--- src/rtl/alu_issue_ctrl_if.sv ---
// Bundle of fetch, register-file, ALU, writeback, branch and memory signals
// around the ALU issue controller; clk and rst stay outside as plain ports.
interface alu_issue_ctrl_if #(
    parameter int unsigned WIDTH = 32
);
    logic             instr_valid;
    logic             instr_ready;
    logic [31:0]      instr;
    logic [4:0]       rf_raddr1;
    logic [4:0]       rf_raddr2;
    logic [WIDTH-1:0] rf_rdata1;
    logic [WIDTH-1:0] rf_rdata2;
    logic [6:0]       alu_opcode;
    logic [2:0]       alu_funct3;
    logic [6:0]       alu_funct7;
    logic [11:0]      alu_imm;
    logic [4:0]       alu_shamt;
    logic [WIDTH-1:0] alu_rs1;
    logic [WIDTH-1:0] alu_rs2;
    logic [WIDTH-1:0] alu_rd;
    logic [WIDTH-1:0] alu_mem_addr;
    logic             rf_we;
    logic [4:0]       rf_waddr;
    logic [WIDTH-1:0] rf_wdata;
    logic             br_valid;
    logic             br_taken;
    logic             mem_req_valid;
    logic             mem_req_we;
    logic [WIDTH-1:0] mem_req_addr;
    logic [WIDTH-1:0] mem_req_wdata;
    logic             illegal;
    logic             busy;
    logic [31:0]      retired_count;

    modport slave (
        input  instr_valid, instr, rf_rdata1, rf_rdata2, alu_rd, alu_mem_addr,
        output instr_ready, rf_raddr1, rf_raddr2,
               alu_opcode, alu_funct3, alu_funct7, alu_imm, alu_shamt, alu_rs1, alu_rs2,
               rf_we, rf_waddr, rf_wdata, br_valid, br_taken,
               mem_req_valid, mem_req_we, mem_req_addr, mem_req_wdata,
               illegal, busy, retired_count
    );

    modport master (
        output instr_valid, instr, rf_rdata1, rf_rdata2, alu_rd, alu_mem_addr,
        input  instr_ready, rf_raddr1, rf_raddr2,
               alu_opcode, alu_funct3, alu_funct7, alu_imm, alu_shamt, alu_rs1, alu_rs2,
               rf_we, rf_waddr, rf_wdata, br_valid, br_taken,
               mem_req_valid, mem_req_we, mem_req_addr, mem_req_wdata,
               illegal, busy, retired_count
    );
endinterface

--- src/rtl/alu_issue_ctrl.sv ---
// Four-cycle issue sequencer for the shared ALU: accept, read operands,
// execute, then a single writeback / branch / memory / illegal strobe.
module alu_issue_ctrl #(
    parameter int unsigned WIDTH = 32
) (
    input  logic           clk,
    input  logic           rst,
    alu_issue_ctrl_if.slave bus
);
    localparam logic [6:0] OP_R  = 7'b0110011;
    localparam logic [6:0] OP_I  = 7'b0010011;
    localparam logic [6:0] OP_BR = 7'b1100011;
    localparam logic [6:0] OP_LD = 7'b0000011;
    localparam logic [6:0] OP_ST = 7'b0100011;

    typedef enum logic [1:0] {
        S_IDLE,
        S_READ,
        S_EXEC,
        S_WB
    } state_t;

    state_t           r_state;
    state_t           w_state_nxt;
    logic             r_live;
    logic [31:0]      r_instr;
    logic [WIDTH-1:0] r_op1;
    logic [WIDTH-1:0] r_op2;
    logic [WIDTH-1:0] r_res;
    logic [WIDTH-1:0] r_addr;
    logic [31:0]      r_retired;

    logic             w_accept;
    logic             w_is_r;
    logic             w_is_i;
    logic             w_is_br;
    logic             w_is_ld;
    logic             w_is_st;
    logic             w_legal;
    logic [11:0]      w_imm;
    logic [6:0]       w_f7;

    assign w_is_r  = (r_instr[6:0] == OP_R);
    assign w_is_i  = (r_instr[6:0] == OP_I);
    assign w_is_br = (r_instr[6:0] == OP_BR);
    assign w_is_ld = (r_instr[6:0] == OP_LD);
    assign w_is_st = (r_instr[6:0] == OP_ST);
    assign w_legal = w_is_r | w_is_i | w_is_br | w_is_ld | w_is_st;

    // r_live keeps instr_ready low until the first edge after reset release
    assign w_accept = bus.instr_valid & r_live & (r_state == S_IDLE);

    assign w_imm = (w_is_i || w_is_ld) ? r_instr[31:20] :
                   w_is_st             ? {r_instr[31:25], r_instr[11:7]} : '0;
    // Only shifts-right take funct7 on I-type, so ADDI never becomes a subtract
    assign w_f7  = (w_is_r || (w_is_i && r_instr[14:12] == 3'd5)) ? r_instr[31:25] : '0;

    assign bus.busy          = (r_state != S_IDLE);
    assign bus.retired_count = r_retired;

    always_ff @(posedge clk or negedge rst) begin
        if (!rst) begin
            r_state   <= S_IDLE;
            r_live    <= 1'b0;
            r_instr   <= '0;
            r_op1     <= '0;
            r_op2     <= '0;
            r_res     <= '0;
            r_addr    <= '0;
            r_retired <= '0;
        end else begin
            r_state <= w_state_nxt;
            r_live  <= 1'b1;
            if (w_accept) begin
                r_instr <= bus.instr;
            end
            if (r_state == S_READ) begin
                r_op1 <= bus.rf_rdata1;
                r_op2 <= bus.rf_rdata2;
            end
            if (r_state == S_EXEC) begin
                r_res  <= bus.alu_rd;
                r_addr <= bus.alu_mem_addr;
            end
            if (r_state == S_WB && w_legal) begin
                r_retired <= r_retired + 32'd1;
            end
        end
    end

    always_comb begin
        w_state_nxt       = r_state;
        bus.instr_ready   = 1'b0;
        bus.rf_raddr1     = '0;
        bus.rf_raddr2     = '0;
        bus.alu_opcode    = '0;
        bus.alu_funct3    = '0;
        bus.alu_funct7    = '0;
        bus.alu_imm       = '0;
        bus.alu_shamt     = '0;
        bus.alu_rs1       = '0;
        bus.alu_rs2       = '0;
        bus.rf_we         = 1'b0;
        bus.rf_waddr      = '0;
        bus.rf_wdata      = '0;
        bus.br_valid      = 1'b0;
        bus.br_taken      = 1'b0;
        bus.mem_req_valid = 1'b0;
        bus.mem_req_we    = 1'b0;
        bus.mem_req_addr  = '0;
        bus.mem_req_wdata = '0;
        bus.illegal       = 1'b0;

        case (r_state)
            S_IDLE: begin
                bus.instr_ready = r_live;
                // Synchronous-read RF needs the address during the accept cycle
                if (r_live) begin
                    bus.rf_raddr1 = bus.instr[19:15];
                    bus.rf_raddr2 = bus.instr[24:20];
                end
                if (w_accept) begin
                    w_state_nxt = S_READ;
                end
            end
            S_READ:  w_state_nxt = S_EXEC;
            S_EXEC:  w_state_nxt = S_WB;
            S_WB: begin
                w_state_nxt = S_IDLE;
                if (w_is_r || w_is_i) begin
                    if (r_instr[11:7] != 5'd0) begin
                        bus.rf_we    = 1'b1;
                        bus.rf_waddr = r_instr[11:7];
                        bus.rf_wdata = r_res;
                    end
                end else if (w_is_br) begin
                    bus.br_valid = 1'b1;
                    bus.br_taken = r_res[0];
                end else if (w_is_ld || w_is_st) begin
                    bus.mem_req_valid = 1'b1;
                    bus.mem_req_we    = w_is_st;
                    bus.mem_req_addr  = r_addr;
                    if (w_is_st) begin
                        bus.mem_req_wdata = r_op2;
                    end
                end else begin
                    bus.illegal = 1'b1;
                end
            end
            default: w_state_nxt = S_IDLE;
        endcase

        if (r_state != S_IDLE) begin
            bus.rf_raddr1 = r_instr[19:15];
            bus.rf_raddr2 = r_instr[24:20];
        end

        if (r_state == S_EXEC || r_state == S_WB) begin
            bus.alu_opcode = r_instr[6:0];
            bus.alu_funct3 = r_instr[14:12];
            bus.alu_funct7 = w_f7;
            bus.alu_imm    = w_imm;
            bus.alu_shamt  = r_instr[24:20];
            bus.alu_rs1    = r_op1;
            bus.alu_rs2    = r_op2;
        end
    end
endmodule

--- src/flat_wrapper.sv ---
// flat-port wrapper written by rule: the top's interface ports become plain ports
module alu_issue_ctrl_flat 
#(
    parameter int unsigned WIDTH = 32
)
  (clk, rst, bus_instr_valid, bus_instr, bus_rf_rdata1, bus_rf_rdata2, bus_alu_rd, bus_alu_mem_addr, bus_instr_ready, bus_rf_raddr1, bus_rf_raddr2, bus_alu_opcode, bus_alu_funct3, bus_alu_funct7, bus_alu_imm, bus_alu_shamt, bus_alu_rs1, bus_alu_rs2, bus_rf_we, bus_rf_waddr, bus_rf_wdata, bus_br_valid, bus_br_taken, bus_mem_req_valid, bus_mem_req_we, bus_mem_req_addr, bus_mem_req_wdata, bus_illegal, bus_busy, bus_retired_count);
  alu_issue_ctrl_if #(.WIDTH(WIDTH)) bus_i ();
  input  logic clk;
  input  logic rst;
  input wire logic [$bits(bus_i.instr_valid)-1:0] bus_instr_valid;
  input wire logic [$bits(bus_i.instr)-1:0] bus_instr;
  input wire logic [$bits(bus_i.rf_rdata1)-1:0] bus_rf_rdata1;
  input wire logic [$bits(bus_i.rf_rdata2)-1:0] bus_rf_rdata2;
  input wire logic [$bits(bus_i.alu_rd)-1:0] bus_alu_rd;
  input wire logic [$bits(bus_i.alu_mem_addr)-1:0] bus_alu_mem_addr;
  output wire logic [$bits(bus_i.instr_ready)-1:0] bus_instr_ready;
  output wire logic [$bits(bus_i.rf_raddr1)-1:0] bus_rf_raddr1;
  output wire logic [$bits(bus_i.rf_raddr2)-1:0] bus_rf_raddr2;
  output wire logic [$bits(bus_i.alu_opcode)-1:0] bus_alu_opcode;
  output wire logic [$bits(bus_i.alu_funct3)-1:0] bus_alu_funct3;
  output wire logic [$bits(bus_i.alu_funct7)-1:0] bus_alu_funct7;
  output wire logic [$bits(bus_i.alu_imm)-1:0] bus_alu_imm;
  output wire logic [$bits(bus_i.alu_shamt)-1:0] bus_alu_shamt;
  output wire logic [$bits(bus_i.alu_rs1)-1:0] bus_alu_rs1;
  output wire logic [$bits(bus_i.alu_rs2)-1:0] bus_alu_rs2;
  output wire logic [$bits(bus_i.rf_we)-1:0] bus_rf_we;
  output wire logic [$bits(bus_i.rf_waddr)-1:0] bus_rf_waddr;
  output wire logic [$bits(bus_i.rf_wdata)-1:0] bus_rf_wdata;
  output wire logic [$bits(bus_i.br_valid)-1:0] bus_br_valid;
  output wire logic [$bits(bus_i.br_taken)-1:0] bus_br_taken;
  output wire logic [$bits(bus_i.mem_req_valid)-1:0] bus_mem_req_valid;
  output wire logic [$bits(bus_i.mem_req_we)-1:0] bus_mem_req_we;
  output wire logic [$bits(bus_i.mem_req_addr)-1:0] bus_mem_req_addr;
  output wire logic [$bits(bus_i.mem_req_wdata)-1:0] bus_mem_req_wdata;
  output wire logic [$bits(bus_i.illegal)-1:0] bus_illegal;
  output wire logic [$bits(bus_i.busy)-1:0] bus_busy;
  output wire logic [$bits(bus_i.retired_count)-1:0] bus_retired_count;
  assign bus_i.instr_valid = bus_instr_valid;
  assign bus_i.instr = bus_instr;
  assign bus_i.rf_rdata1 = bus_rf_rdata1;
  assign bus_i.rf_rdata2 = bus_rf_rdata2;
  assign bus_i.alu_rd = bus_alu_rd;
  assign bus_i.alu_mem_addr = bus_alu_mem_addr;
  assign bus_instr_ready = bus_i.instr_ready;
  assign bus_rf_raddr1 = bus_i.rf_raddr1;
  assign bus_rf_raddr2 = bus_i.rf_raddr2;
  assign bus_alu_opcode = bus_i.alu_opcode;
  assign bus_alu_funct3 = bus_i.alu_funct3;
  assign bus_alu_funct7 = bus_i.alu_funct7;
  assign bus_alu_imm = bus_i.alu_imm;
  assign bus_alu_shamt = bus_i.alu_shamt;
  assign bus_alu_rs1 = bus_i.alu_rs1;
  assign bus_alu_rs2 = bus_i.alu_rs2;
  assign bus_rf_we = bus_i.rf_we;
  assign bus_rf_waddr = bus_i.rf_waddr;
  assign bus_rf_wdata = bus_i.rf_wdata;
  assign bus_br_valid = bus_i.br_valid;
  assign bus_br_taken = bus_i.br_taken;
  assign bus_mem_req_valid = bus_i.mem_req_valid;
  assign bus_mem_req_we = bus_i.mem_req_we;
  assign bus_mem_req_addr = bus_i.mem_req_addr;
  assign bus_mem_req_wdata = bus_i.mem_req_wdata;
  assign bus_illegal = bus_i.illegal;
  assign bus_busy = bus_i.busy;
  assign bus_retired_count = bus_i.retired_count;
  alu_issue_ctrl #(.WIDTH(WIDTH)) u_core (.clk(clk), .rst(rst), .bus(bus_i));
endmodule
--- config.mk ---
export PLATFORM = sky130hd
export DESIGN_NAME = alu_issue_ctrl_flat
export DESIGN_NICKNAME = d
export VERILOG_FILES = /design/src/rtl/alu_issue_ctrl_if.sv /design/src/rtl/alu_issue_ctrl.sv /design/src/flat_wrapper.sv
export SDC_FILE = /design/constraint.sdc
export NUM_CORES = 1
export LEC_CHECK = 0
export ABC_AREA = 1
export ABC_CLOCK_PERIOD_IN_PS = 1840
export CORE_AREA = 2 2 160 162
export DETAILED_ROUTE_END_ITERATION = 10
export DIE_AREA = 0 0 162 164
export PLACE_DENSITY = 0.79
export SLEW_MARGIN = 15
export SYNTH_ARGS = -nofsm -noshare
export SYNTH_HDL_FRONTEND = slang
export SYNTH_SLANG_ARGS = --single-unit
--- constraint.sdc ---
create_clock -name clk -period 1.84 [get_ports clk]
set_clock_uncertainty 0.1 [all_clocks]
set_input_delay 0.184 -clock clk [delete_from_list [all_inputs] [get_ports clk]]
set_output_delay 0.184 -clock clk [all_outputs]
set_load 0.02 [all_outputs]
==> out/results.tsv <==
stage	metric	value	unit
timing	Max Slew Vio Count	0	
critical_path	crit-path max FO	11	
placement	Cells after DPL	1962	
timing	hold_ws	0.188	ns
placement	detailed placement HPWL	23700	µm
logic_synthesis	Synth top area share	52.4	%
global_route	first-pass GRT wire length	49900	µm
floorplanning	die area	26600	µm²
global_route	vias in the first global route	9403	
timing	setup ws final	-0.480	ns
logic_synthesis	Yosys warnings	0	
logic_synthesis	top_reg_cell synth	dfrtp_1	
global_route	antenna violations before repair	1	
drt	routed via count	9889	
timing	RSZ-0062 raised after global routing	true	
critical_path	reg2reg start	u_core.r_state[1]$_DFFE_PN0P_	
global_route	largest net degree at the start of global routing	84	
timing	Final setup viols	295	
floorplanning	IO Pins	412	
pwr	Pleak	7.55	nW
timing	Final period util	126	%
finish	Area growth, synth to finish	70.3	%
floorplanning	Initial Util	37.5	%
finish	Non-Filler Instances	2060	
critical_path	CP Launch Type	register	
drt	first drt pass iteration count	5	
drt	DR DRC count	0	
logic_synthesis	syn_nets	1369	
placement	I/O Buffers	411	
cts	clk buf depth	2	
logic_synthesis	Mapped Cells	1201	
cts	H-tree depth	4	
drt	drt wl/cell	16.6	µm
logic_synthesis	flops & latches, synth	195	
run	maxcap violations	0	
cts	CTS tree	done	
timing	Final Hold Fails	0	
floorplanning	core area	24800	µm²
global_route	GRT busiest layer	met2	
cts	worst-skew pair later-pin latency	0.43	ns
global_route	M1 GR Usage	30.0	%
logic_synthesis	fraction of registers with async set/reset	100	%
logic_synthesis	leading area contributor after synthesis	dfrtp_1	
global_route	grt met3 use	4.49	%
drt	Initial DRC Count	675	
finish	final core occ	63.9	%
timing	Fmax	431	MHz
floorplanning	Die X-Extent	162	µm
global_route	grt ovf	0	
global_route	global-route met2 utilization	41.4	%
logic_synthesis	leading post-synthesis cells by cell area	dfrtp_1, nand2_1, o21ai_0, inv_1, nor2_1	
critical_path	CP Class	reg2out	
run_status	status	finished, violations left	
finish	layout cell share with drive strength beyond 1	28.6	%
logic_synthesis	most common cell in the netlist	nand2_1	
placement	Placement Setup Slack	-0.433	ns
cts	root buffer cell	clkbuf_16	
critical_path	Worst Setup EP	bus_alu_opcode[1]	
critical_path	CP Capture Type	output pin	
run_status	violated checks	negative setup slack	
critical_path	crit path DAT	2.04	ns
pwr	maximum VDD drop	870	µV
timing	Setup TNS	-84.53	ns
floorplanning	Die Ht	164	µm
cts	clk slew on worst S/H paths	0.09	ns
pwr	pwr/cell area	1460	nW/µm²
cts	CTS Sinks	195	
drt	drt via density	4.80	
logic_synthesis	Unique masters post-synth	34	
critical_path	reg2reg setup slack	-0.12	ns
critical_path	Data required, critical path	1.56	ns
finish	fin nets	1883	
logic_synthesis	Cell Area, Synth	9310	µm²
critical_path	R2R Path End	u_core.bus.retired_count[22]$_DFFE_PN0P_	
logic_synthesis	sequential share of the synthesized area	52.4	%
logic_synthesis	EDFF count, synth	0	
placement	GPL Wtd Cong	0.884	
logic_synthesis	Syn Area/Cell	7.75	µm²
logic_synthesis	Post-synth top cells	nand2_1, dfrtp_1, inv_1	
timing	min Tclk post-route	2.32	ns
drt	ANT nets after route	0	
critical_path	R2R depth	8	
drt	DRT Wirelength	34200	µm
global_route	Total GRT Usage	24.0	%
min_path	Hold Crit Class	in2async	
cts	Num CTS Buffers	17	
floorplanning	FP Rows	58	
critical_path	Setup crit start	u_core.r_state[1]$_DFFE_PN0P_	
-- area by class of cell --
cell class / count / area (µm²)
tap: 330 / 413
timing repair inverter: 1 / 11.3
multi-input combinational: 752 / 3920
sequential: 195 / 4880
timing repair buffer: 552 / 5290
clock inverter: 14 / 166
antenna: 2 / 5.00
clock buffer: 18 / 429
inverter: 196 / 743
fill: 2044 / 8960
-- sequential cells by signal, summed over array words and instances (netlist names) --
register / flops
u_core.bus.retired_count: 32
u_core.r_addr: 32
u_core.r_instr: 32
u_core.r_live: 1
u_core.r_op1: 32
u_core.r_op2: 32
u_core.r_res: 32
u_core.r_state: 2
-- through the flow --
stage                     cell area, µm²  total power, W
after global routing               15900          0.0245
after global placement             14600          0.0172
after detailed placement           14600          0.0175
final                              15900          0.0231
after CTS                          15200          0.0211
after floorplan                     9520          0.0123
-- per-layer routing --
layer / up-vias / part of all wire (%)
li1: 4719 / -
met1: 4732 / 41
met2: 383 / 50
met3: 55 / 6.2
met4: 0 / 2.9
met5: - / 0
-- critical path, cell delays in order, from the launching register on --
cell and delay, ns:
dfrtp_1 0.42, buf_6 0.14, ha_4 0.16, nor2_4 0.21, buf_6 0.18, buf_12 0.14, nor2_1 0.06, clkdlybuf4s15_1 0.29
-- repair_timing --
action / in CTS / in global routing
gates cloned: 4 / 11
resized for setup: 577 / 403
buffers inserted: 9 / 39
hold buffers: 1 / 0
pin swaps: 4 / 8
hold endpoints to repair: 100 / 0
setup endpoints to repair: 249 / 317
-- power by group --
part | switching [W] | total [W] | internal, W | leakage [nW]
Sequential | 0.000549 | 0.00661 | 0.00606 | 2.44
Clock | 0.00188 | 0.00382 | 0.00195 | 0.288
Combinational | 0.00740 | 0.0127 | 0.00526 | 4.82
-- worst min path at each step --
stage / start / endpoint / slack [ns] / cells past startpoint
2_1_floorplan: rst / u_core.bus.retired_count[0]$_DFFE_PN0P_ / -0.21 / 0
3_3_place_gp: rst / u_core.r_instr[16]$_DFFE_PN0P_ / 0.07 / 1
3_5_place_dp: rst / u_core.r_instr[16]$_DFFE_PN0P_ / 0.08 / 1
5_1_grt: bus_alu_mem_addr[19] / u_core.r_addr[19]$_DFFE_PN0P_ / 0.20 / 3
6_report: rst / u_core.r_op1[13]$_DFFE_PN0N_ / 0.19 / 2
4_1_cts: rst / u_core.r_op1[12]$_DFFE_PN0N_ / 0.17 / 2
-- cell usage in the layout (no fill, tap or decap), types with 3 or more instances in the layout --
master	instances
a21oi_1	4
buf_12	19
buf_16	3
buf_2	22
buf_4	187
buf_6	32
clkbuf_16	27
clkbuf_2	28
clkdlybuf4s15_2	40
clkdlybuf4s50_1	193
clkinv_8	3
dfrtp_1	195
dlygate4sd2_1	11
ha_4	3
inv_1	186
inv_2	7
inv_6	5
inv_8	3
nand2_1	251
nand2_2	8
nand2_4	3
nand3_1	23
nand3_4	3
nand4_1	10
nor2_1	150
nor2_2	27
nor2_4	18
nor3_1	10
nor3_2	39
nor3_4	5
o21ai_0	157
o21ai_1	4
o22ai_1	8
xnor2_1	9
xor2_1	10
-- kinds of logic after synthesis --
| group | Yosys count | share of synthesized area, % |
|---|---|---|
| other cells | 1 | 0.0403 |
| compound gates | 176 | 9.59 |
| fa+ha+maj | 5 | 0.672 |
| buf+inv | 254 | 10.8 |
| xor+xnor | 19 | 1.79 |
| simple gates | 551 | 24.7 |
| flops | 195 | 52.4 |
Power figures use the tool's default switching activity.
